$ cat src/rtl/demux8_deser_if.sv
// Stream-side and word-side signals of the demux8_deser serial-to-parallel block.
// master drives the serial stream and consumes words; slave is the deserializer.
interface demux8_deser_if #(
    parameter int W = 8
) ();
    localparam int SW = $clog2(W);

    logic          din;
    logic          din_valid;
    logic          clr;
    logic [SW-1:0] sel;
    logic [W-1:0]  Y;
    logic          Y_valid;
    logic          Y_ready;
    logic          overflow;
    logic          parity_err;

    modport master (
        output din,
        output din_valid,
        output clr,
        output Y_ready,
        input  sel,
        input  Y,
        input  Y_valid,
        input  overflow,
        input  parity_err
    );

    modport slave (
        input  din,
        input  din_valid,
        input  clr,
        input  Y_ready,
        output sel,
        output Y,
        output Y_valid,
        output overflow,
        output parity_err
    );
endinterface

$ cat src/rtl/demux8_deser.sv
// Serial-to-parallel demultiplexer: steers one accepted bit per beat into word position sel (LSB first).
// Optional even-parity trailer bit per frame when DEMUX8_PARITY_EN is defined.
module demux8_deser #(
    parameter int W = 8
) (
    input  logic          clk,
    input  logic          rst_n,
    demux8_deser_if.slave bus
);
    localparam int SW = $clog2(W);
    localparam logic [SW-1:0] SEL_LAST = SW'(W - 1);

    localparam logic [1:0] ST_IDLE = 2'd0;
    localparam logic [1:0] ST_FILL = 2'd1;
`ifdef DEMUX8_PARITY_EN
    localparam logic [1:0] ST_PAR  = 2'd2;
`endif

    logic [1:0]    state_q, state_d;
    logic [SW-1:0] sel_q, sel_d;
    logic [W-1:0]  shadow_q, shadow_d;
    logic [W-1:0]  y_q, y_d;
    logic          y_valid_q, y_valid_d;
    logic          overflow_q, overflow_d;
`ifdef DEMUX8_PARITY_EN
    logic          parity_err_q, parity_err_d;
    logic          parity_c;
`endif

    logic          complete;
    logic          load;
    logic          drop;
    logic [W-1:0]  word_c;

    // Frame assembly: position counter, shadow word and completion detection.
    always_comb begin
        // NOTE: every signal gets a default before any branch, so no path can leave one unassigned and infer a latch.
        state_d  = state_q;
        sel_d    = sel_q;
        shadow_d = shadow_q;
        complete = 1'b0;
        word_c   = shadow_q;
`ifdef DEMUX8_PARITY_EN
        parity_c = 1'b0;
`endif
        if (bus.clr) begin
            state_d  = ST_IDLE;
            sel_d    = '0;
            shadow_d = '0;
        end else if (bus.din_valid) begin
            case (state_q)
                ST_IDLE, ST_FILL: begin
                    shadow_d[sel_q] = bus.din;
                    if (sel_q == SEL_LAST) begin
`ifdef DEMUX8_PARITY_EN
                        // Last data bit stored; sel parks at W-1 until the parity bit arrives.
                        state_d = ST_PAR;
`else
                        complete = 1'b1;
                        word_c   = {bus.din, shadow_q[W-2:0]};
                        state_d  = ST_IDLE;
                        sel_d    = '0;
`endif
                    end else begin
                        state_d = ST_FILL;
                        sel_d   = sel_q + SW'(1);
                    end
                end
`ifdef DEMUX8_PARITY_EN
                ST_PAR: begin
                    complete = 1'b1;
                    word_c   = shadow_q;
                    parity_c = ^{shadow_q, bus.din};
                    state_d  = ST_IDLE;
                    sel_d    = '0;
                end
`endif
                default: begin
                    state_d  = ST_IDLE;
                    sel_d    = '0;
                    shadow_d = '0;
                end
            endcase
        end
    end

    // Output word register: load when free or being consumed this cycle, otherwise drop and flag.
    always_comb begin
        load       = complete && (!y_valid_q || bus.Y_ready);
        drop       = complete && y_valid_q && !bus.Y_ready;
        y_d        = y_q;
        y_valid_d  = y_valid_q;
        overflow_d = overflow_q;
`ifdef DEMUX8_PARITY_EN
        parity_err_d = parity_err_q;
`endif
        if (load) begin
            y_d       = word_c;
            y_valid_d = 1'b1;
`ifdef DEMUX8_PARITY_EN
            parity_err_d = parity_c;
`endif
        end else if (y_valid_q && bus.Y_ready) begin
            y_valid_d = 1'b0;
        end
        if (bus.clr) begin
            overflow_d = 1'b0;
        end else if (drop) begin
            overflow_d = 1'b1;
        end
    end

    always_ff @(posedge clk or negedge rst_n) begin
        if (!rst_n) begin
            state_q    <= ST_IDLE;
            sel_q      <= '0;
            // NOTE: shadow is a small flop bank, not a RAM, so it is reset with everything else.
            shadow_q   <= '0;
            y_q        <= '0;
            y_valid_q  <= 1'b0;
            overflow_q <= 1'b0;
`ifdef DEMUX8_PARITY_EN
            parity_err_q <= 1'b0;
`endif
        end else begin
            // NOTE: non-blocking updates, so every flop samples the pre-edge values.
            state_q    <= state_d;
            sel_q      <= sel_d;
            shadow_q   <= shadow_d;
            y_q        <= y_d;
            y_valid_q  <= y_valid_d;
            overflow_q <= overflow_d;
`ifdef DEMUX8_PARITY_EN
            parity_err_q <= parity_err_d;
`endif
        end
    end

    assign bus.sel      = sel_q;
    assign bus.Y        = y_q;
    assign bus.Y_valid  = y_valid_q;
    assign bus.overflow = overflow_q;
`ifdef DEMUX8_PARITY_EN
    assign bus.parity_err = parity_err_q;
`else
    assign bus.parity_err = 1'b0;
`endif

endmodule
$ cat src/flat_wrapper.sv
// flat-port wrapper written by rule: the top's interface ports become plain ports
module demux8_deser_flat 
#(
    parameter int W = 8
)
  (clk, rst_n, bus_din, bus_din_valid, bus_clr, bus_Y_ready, bus_sel, bus_Y, bus_Y_valid, bus_overflow, bus_parity_err);
  demux8_deser_if #(.W(W)) bus_i ();
  input  logic clk;
  input  logic rst_n;
  input wire logic [$bits(bus_i.din)-1:0] bus_din;
  input wire logic [$bits(bus_i.din_valid)-1:0] bus_din_valid;
  input wire logic [$bits(bus_i.clr)-1:0] bus_clr;
  input wire logic [$bits(bus_i.Y_ready)-1:0] bus_Y_ready;
  output wire logic [$bits(bus_i.sel)-1:0] bus_sel;
  output wire logic [$bits(bus_i.Y)-1:0] bus_Y;
  output wire logic [$bits(bus_i.Y_valid)-1:0] bus_Y_valid;
  output wire logic [$bits(bus_i.overflow)-1:0] bus_overflow;
  output wire logic [$bits(bus_i.parity_err)-1:0] bus_parity_err;
  assign bus_i.din = bus_din;
  assign bus_i.din_valid = bus_din_valid;
  assign bus_i.clr = bus_clr;
  assign bus_i.Y_ready = bus_Y_ready;
  assign bus_sel = bus_i.sel;
  assign bus_Y = bus_i.Y;
  assign bus_Y_valid = bus_i.Y_valid;
  assign bus_overflow = bus_i.overflow;
  assign bus_parity_err = bus_i.parity_err;
  demux8_deser #(.W(W)) u_core (.clk(clk), .rst_n(rst_n), .bus(bus_i));
endmodule
$ cat config.mk
export PLATFORM = sky130hd
export DESIGN_NAME = demux8_deser_flat
export DESIGN_NICKNAME = d
export VERILOG_FILES = /design/src/rtl/demux8_deser_if.sv /design/src/rtl/demux8_deser.sv /design/src/flat_wrapper.sv
export SDC_FILE = /design/constraint.sdc
export NUM_CORES = 1
export LEC_CHECK = 0
export CAP_MARGIN = 10
export CORE_ASPECT_RATIO = 1.2
export CORE_MARGIN = 2
export CORE_UTILIZATION = 45
export DETAILED_ROUTE_END_ITERATION = 8
export PLACE_DENSITY = 0.72
export SLEW_MARGIN = 10
export SYNTH_ARGS = -nofsm -noshare
export SYNTH_HDL_FRONTEND = slang
export SYNTH_SLANG_ARGS = --single-unit
$ cat constraint.sdc
create_clock -name clk -period 3 [get_ports clk]
set_input_delay 0.45 -clock clk [delete_from_list [all_inputs] [get_ports clk]]
set_output_delay 0.45 -clock clk [all_outputs]
set_load 0.03 [all_outputs]
==> results.md, run 1 <==
- FILL cells: 142
- Vias in the first global route: 556
- First-pass GRT wire length: 2366 µm
- Max Slew Vio Count: 0
- Final Util: 60.61%
- Hold Path Origin: u_core.bus.overflow
- CTS tree: done
- Crit end category: output pin
- Post-synthesis sequential area ratio: 54.20%
- Largest net degree at the start of global routing: 21
- Worst reg2reg startpoint: u_core.bus.sel[0]
- Synth unique cells: 17
- Cts repair resizes: 0
- Synth Register Bits: 20
- PnR Total Power: 0.5446 mW
- Diodes inserted: 0
- Final wirelength: 1495 µm
- Die Y: 53.62 µm
- Clk pin slew, worst setup/hold paths: 0.11 ns
- Hold Fails Final Rpt: 0
- Critical Path RT: 2.55 ns
- Relative slew margins: 41.12%
- Syn_nets: 79
- Fmax: 0.4982 GHz
- Total track usage: 13.76%
- CTS Buf Count: 3
- Sequential power share: 51.6%
- Average wire per standard cell: 14.10 µm
- Leak Pwr: 0.5363 nW
- HPWL Detailed: 1035 µm
- Measured slew at the worst slew-check pin: 0.8804 ns
- Post-Syn Area per Cell: 13.01 µm²
- Post-Synthesis Cells: 71
- Clock Power Share: 40.0%
- Final setup violation count: 0
- Slowest cell delay on critical path: 0.73 ns
- Crit Path Class: flip-flop to output pin
- NumNets Final: 96
- Max Clock Skew: 0.009436 ns
- Chip Width: 45.35 µm
- Outcome: finished clean
- Routed via count: 577
- Internal: 0.4297 mW
- Initial Utilization: 48.78%
- Max-capacitance violation count: 0
- Initial antenna violation count: 0
- I/O pin cnt: 20
- Post-CTS setup repair buffer count: 0
- Core area: 0.001893 mm²
- Worst setup startpoint: u_core.bus.sel[0]
- Clk buf depth: 2
- Layout Cells excl Fill: 106
- Logic gate share of total power: 8.5%
- Tmin final: 2.007 ns
- Inst Count DP: 102
- Crit path max-delay cell type: clkdlybuf4s50_1
- Pwr/cell area: 474.7 mW/mm²
- Die area: 0.002432 mm²
- Overflow after GRT: 0
- Family with the most delay on the worst path: buffers and inverters
- Root buffer cell: clkbuf_4
- Area Overhead vs Synth: 24.25%
- Post-cts hold buffer count: 0
- DR vias/cell: 5.443
- Worst hold path class: flip-flop to flip-flop
- GP Congestion: 0.6404
- Netlist Area Pre-Place: 923.4 µm²
- Final period util: 66.91%
- Psw: 0.1149 mW
- Sw Ratio: 21.09%
- Post-route setup TNS: 0 ns
- Rows: 17
- CP arrival: 1.56 ns
- Worst vdd ir: 0.4701 mV
- Startpoint types: flip-flop
- Drt first pass iters: 4
- Synth Warn #: 0
- Port bufs: 18
- Layout cell share with drive strength beyond 1: 20.69%
- Critical path, cell by cell: clkdlybuf4s50_1
- Worst-Skew Late Latency: 0.30 ns
- CTS sink cnt: 20
- Routed Antenna Nets: 0
- CTS H-tree depth: 1
- Worst path buffer plus inverter count: 1
- RSZ-0062 raised after global routing: no
- Crit-path max FO: 11
- DRC Markers: 0
- Drt initial violations: 2
==> Yosys cell counts <==
master	count	share of area, %
nor2_1	12	4.9
conb_1	1	0.41
ha_1	2	2.7
o21bai_1	1	0.81
buf_2	2	1.1
nor3_4	1	1.8
nand2_1	1	0.41
nor4b_2	1	1.6
clkbuf_1	2	0.81
dfrtp_1	20	54
and4bb_2	3	4.1
a31oi_1	1	0.68
nor2b_4	1	1.5
mux2_2	8	9.8
nand4b_1	3	2.8
buf_4	2	1.6
mux2i_1	10	11
==> cell families (layout without fill, tap and decap cells) <==
group           count (synthesis)  in the layout  share of synthesized area (%)
other cells                     1              1                         0.4061
flops                          20             20                          54.20
fa+ha+maj                       2              2                          2.710
simple gates                   22             22                          17.07
buf+inv                         6             22                          3.523
compound gates                  2              2                          1.491
mux                            18             18                          20.60
==> layout make-up <==
type | count | area [µm²] | area share [%]
clock buffers | 3 | 22.52 | 1.963
clock inverters | 1 | 30.03 | 2.617
multi-input cells | 45 | 390.4 | 34.02
flip-flops and latches | 20 | 500.5 | 43.62
well taps | 19 | 23.77 | 2.072
repair buffers | 18 | 180.2 | 15.70
==> per-layer routing <==
layer	vias to the layer above	track usage (%)	wire length (µm)	part of all wire [%]
met5	-	0	0	0
met2	13	20.71	741	50
met4	0	8.824	10	0.67
met3	2	2.013	37	2.5
li1	280	-	-	-
met1	282	18.40	705	47
==> cell usage in the layout (no fill, tap or decap) <==
cell type        instances
dfrtp_1                 20
clkdlybuf4s50_1         18
nor2_1                  12
mux2i_1                 10
mux2_2                   8
nand4b_1                 3
and4bb_2                 3
clkbuf_4                 3
ha_1                     2
nor2b_4                  1
nand2_1                  1
nor3_4                   1
o21bai_1                 1
nor4b_2                  1
a31oi_1                  1
conb_1                   1
bufinv_16                1
==> metrics by stage <==
| step | setup WS, ns | hold slack (ns) | instance area [µm²] |
|---|---|---|---|
| after floorplan | 1.274 | 0.1544 | 923.4 |
| after global placement | 0.7965 | 0.4779 | 1095 |
| after detailed placement | 0.7585 | 0.4872 | 1095 |
| after CTS | 0.9661 | 0.5134 | 1147 |
| after global routing | 0.9251 | 0.5347 | 1147 |
| final | 0.9927 | 0.5074 | 1147 |
==> state kept, by name, indices dropped and copies added (netlist names) <==
name / cells
u_core.bus.overflow: 1
u_core.bus.Y: 8
u_core.bus.sel: 3
u_core.shadow_q: 7
u_core.bus.Y_valid: 1
==> power by group through the flow <==
stage | clock (mW) | sequential [mW] | combinational [mW]
6_report | 0.218 | 0.281 | 0.0460
5_1_grt | 0.234 | 0.282 | 0.0504
4_1_cts | 0.227 | 0.281 | 0.0469
3_5_place_dp | 0 | 0.286 | 0.0469
3_3_place_gp | 0 | 0.286 | 0.0463
2_1_floorplan | 0 | 0.287 | 0.0273
==> path summary, 6_finish.rpt <==
| kind | endpoint | slack (ns) | cells past startpoint |
|---|---|---|---|
| worst max-delay path | bus_sel[0] | 0.99 | 1 |
| worst min-delay path | u_core.bus.overflow | 0.51 | 2 |
| worst max register to register | u_core.bus.Y[0] | 1.10 | 5 |
| worst min register to register | u_core.bus.overflow | 0.51 | 2 |
| max in group asynchronous | u_core.bus.Y[0] | 1.82 | 1 |
| min in group asynchronous | u_core.bus.Y[4] | 0.63 | 1 |
Note: power is estimated with default switching activity, not from simulation.
==> inputs of run 2 (changes only) <==
--- a/config.mk
+++ b/config.mk
@@ -8,7 +8,7 @@
 export CAP_MARGIN = 10
 export CORE_ASPECT_RATIO = 1.2
 export CORE_MARGIN = 2
-export CORE_UTILIZATION = 45
+export CORE_UTILIZATION = 43
 export DETAILED_ROUTE_END_ITERATION = 8
 export PLACE_DENSITY = 0.72
 export SLEW_MARGIN = 10
==> constraint.sdc (replaced) <==
create_clock -name clk -period 1.7 [get_ports clk]
set_input_delay 0.255 -clock clk [delete_from_list [all_inputs] [get_ports clk]]
set_output_delay 0.255 -clock clk [all_outputs]
set_load 0.03 [all_outputs]
==> run 2 against run 1 <==
Final area rose by 4.0%. Flip-flop and latch count did not move. Global-route usage rose by 1.3 points. Via count rose by 5.5%. Clock skew fell by 0.0072 ns. Core utilization fell by 2.4 points. Hold slack got worse by 0.24 ns. First-iteration DRC count rose by 100%. Non-clock buffer count rose by 6. Final cell count rose by 16%. Highest routed layer unchanged.
==> results.md, run 2 (same netlist as run 1, synthesis figures left out) <==
- Outcome: finished clean
- Internal: 0.6580 mW
- Drt initial violations: 4
- Hold Fails Final Rpt: 0
- Critical Path RT: 1.44 ns
- CTS sink cnt: 20
- Diodes inserted: 0
- Core area: 0.002049 mm²
- Die Y: 54.76 µm
- Max reg flops: 8
- Most frequent cells in the layout: 17 x dfrtp_1, 15 x clkdlybuf4s50_1, 12 x nor2_1
- Initial Utilization: 45.05%
- Clk buf depth: 2
- Post-route setup TNS: 0 ns
- CP arrival: 1.35 ns
- Tmin final: 1.604 ns
- GP Congestion: 0.6664
- HPWL Detailed: 1136 µm
- Drt first pass iters: 6
- Worst vdd ir: 0.5259 mV
- Port bufs: 18
- Critical R2R Capture: u_core.bus.Y[2]
- Root buffer cell: clkbuf_4
- Worst reg2reg startpoint: u_core.bus.sel[0]
- Crit-path max FO: 2
- Leak Pwr: 0.5679 nW
- Largest net degree at the start of global routing: 21
- Worst-Skew Late Latency: 0.30 ns
- Routed via count: 609
- Inst Count DP: 119
- RSZ-0062 raised after global routing: no
- Psw: 0.2042 mW
- Area Overhead vs Synth: 29.27%
- Reg2reg setup slack: 0.13 ns
- Final setup violation count: 0
- PnR Total Power: 0.8622 mW
- Max Slew Vio Count: 0
- CTS tree: done
- FILL cells: 165
- Average wire per standard cell: 13.02 µm
- Post-cts hold buffer count: 0
- NumNets Final: 102
- Family with the most delay on the worst path: buffers and inverters
- Worst path buffer plus inverter count: 1
- CTS Buf Count: 3
- Clock Power Share: 31.9%
- Layout cell share with drive strength beyond 1: 29.03%
- Sw Ratio: 23.68%
- Slowest cell delay on critical path: 0.67 ns
- Vias in the first global route: 588
- CTS H-tree depth: 1
- Total track usage: 15.06%
- Clk pin slew, worst setup/hold paths: 0.11 ns
- DRC Markers: 0
- Overflow after GRT: 0
- Worst hold path class: input port to asynchronous set/reset pin
- Most common cell after layout, fill and taps aside: dfrtp_1
- Final period util: 94.36%
- Fmax: 0.6234 GHz
- Routed Antenna Nets: 0
- Rows: 18
- Crit end category: output pin
- Chip Width: 46.30 µm
- First-pass GRT wire length: 2573 µm
- R2R depth: 6
- Final wirelength: 1601 µm
- Layout Cells excl Fill: 123
- I/O pin cnt: 20
- Logic gate share of total power: 11.4%
- Crit path max-delay cell type: clkdlybuf4s50_1
- Max Clock Skew: 0.002192 ns
- Final Util: 58.24%
- Critical path, cell by cell: clkdlybuf4s50_1
- Post-route setup slack: 0.09594 ns
- Startpoint types: flip-flop
- Pwr/cell area: 722.3 mW/mm²
- Max-capacitance violation count: 0
- Pre-CTS setup slack: 0.05833 ns
- Die area: 0.002535 mm²
- Sequential power share: 56.7%
- DR vias/cell: 4.951
- Crit Path Class: flip-flop to output pin
- Initial antenna violation count: 0
==> run 2: layer usage <==
metal  vias to the layer above  global-route usage (%)  share of wire, %
li1                        291                       -                 -
met1                       298                   18.05                45
met2                        17                   24.07                49
met3                         3                   2.970               3.1
met4                         0                   10.00               2.2
met5                         -                       0                 0
==> run 2: timing repair <==
action | CTS | global route
setup endpoints to repair | 3 | 5
buffers inserted | 0 | 0
pin swaps | 0 | 0
resized for setup | 3 | 1
==> run 2: cell type report <==
class | count | area [µm²] | share of cell area (%)
flip-flops and latches | 20 | 504.2 | 42.24
well taps | 30 | 37.54 | 3.145
clock buffers | 4 | 36.28 | 3.040
multi-input cells | 45 | 390.4 | 32.70
repair buffers | 24 | 225.2 | 18.87
==> run 2: power by group through the flow <==
stage	combinational, mW	clock [mW]	sequential (mW)
2_1_floorplan	0.0482	0	0.507
3_3_place_gp	0.101	0	0.498
3_5_place_dp	0.103	0	0.499
4_1_cts	0.100	0.286	0.489
5_1_grt	0.109	0.308	0.490
6_report	0.0982	0.275	0.489
==> run 2: worst max path at each step <==
stage	start	to	slack, ns	depth (start not counted)
2_1_floorplan	u_core.bus.sel[1]	u_core.bus.Y[0]	0.07	5
3_3_place_gp	bus_Y_ready	u_core.bus.Y[1]	0.08	5
3_5_place_dp	bus_Y_ready	u_core.bus.Y[2]	0.06	5
4_1_cts	u_core.bus.Y[0]	bus_Y[0]	0.07	1
5_1_grt	u_core.bus.sel[0]	u_core.bus.Y[3]	0.01	6
6_report	u_core.bus.Y[0]	bus_Y[0]	0.1	1
==> run 2: per-stage QoR <==
step / hold WS [ns] / area (µm²)
floorplan: -0.04059 / 927.1
global placement: 0.4751 / 1157
detailed placement: 0.4832 / 1157
CTS: 0.2753 / 1190
global route: 0.2756 / 1194
finish: 0.2707 / 1194
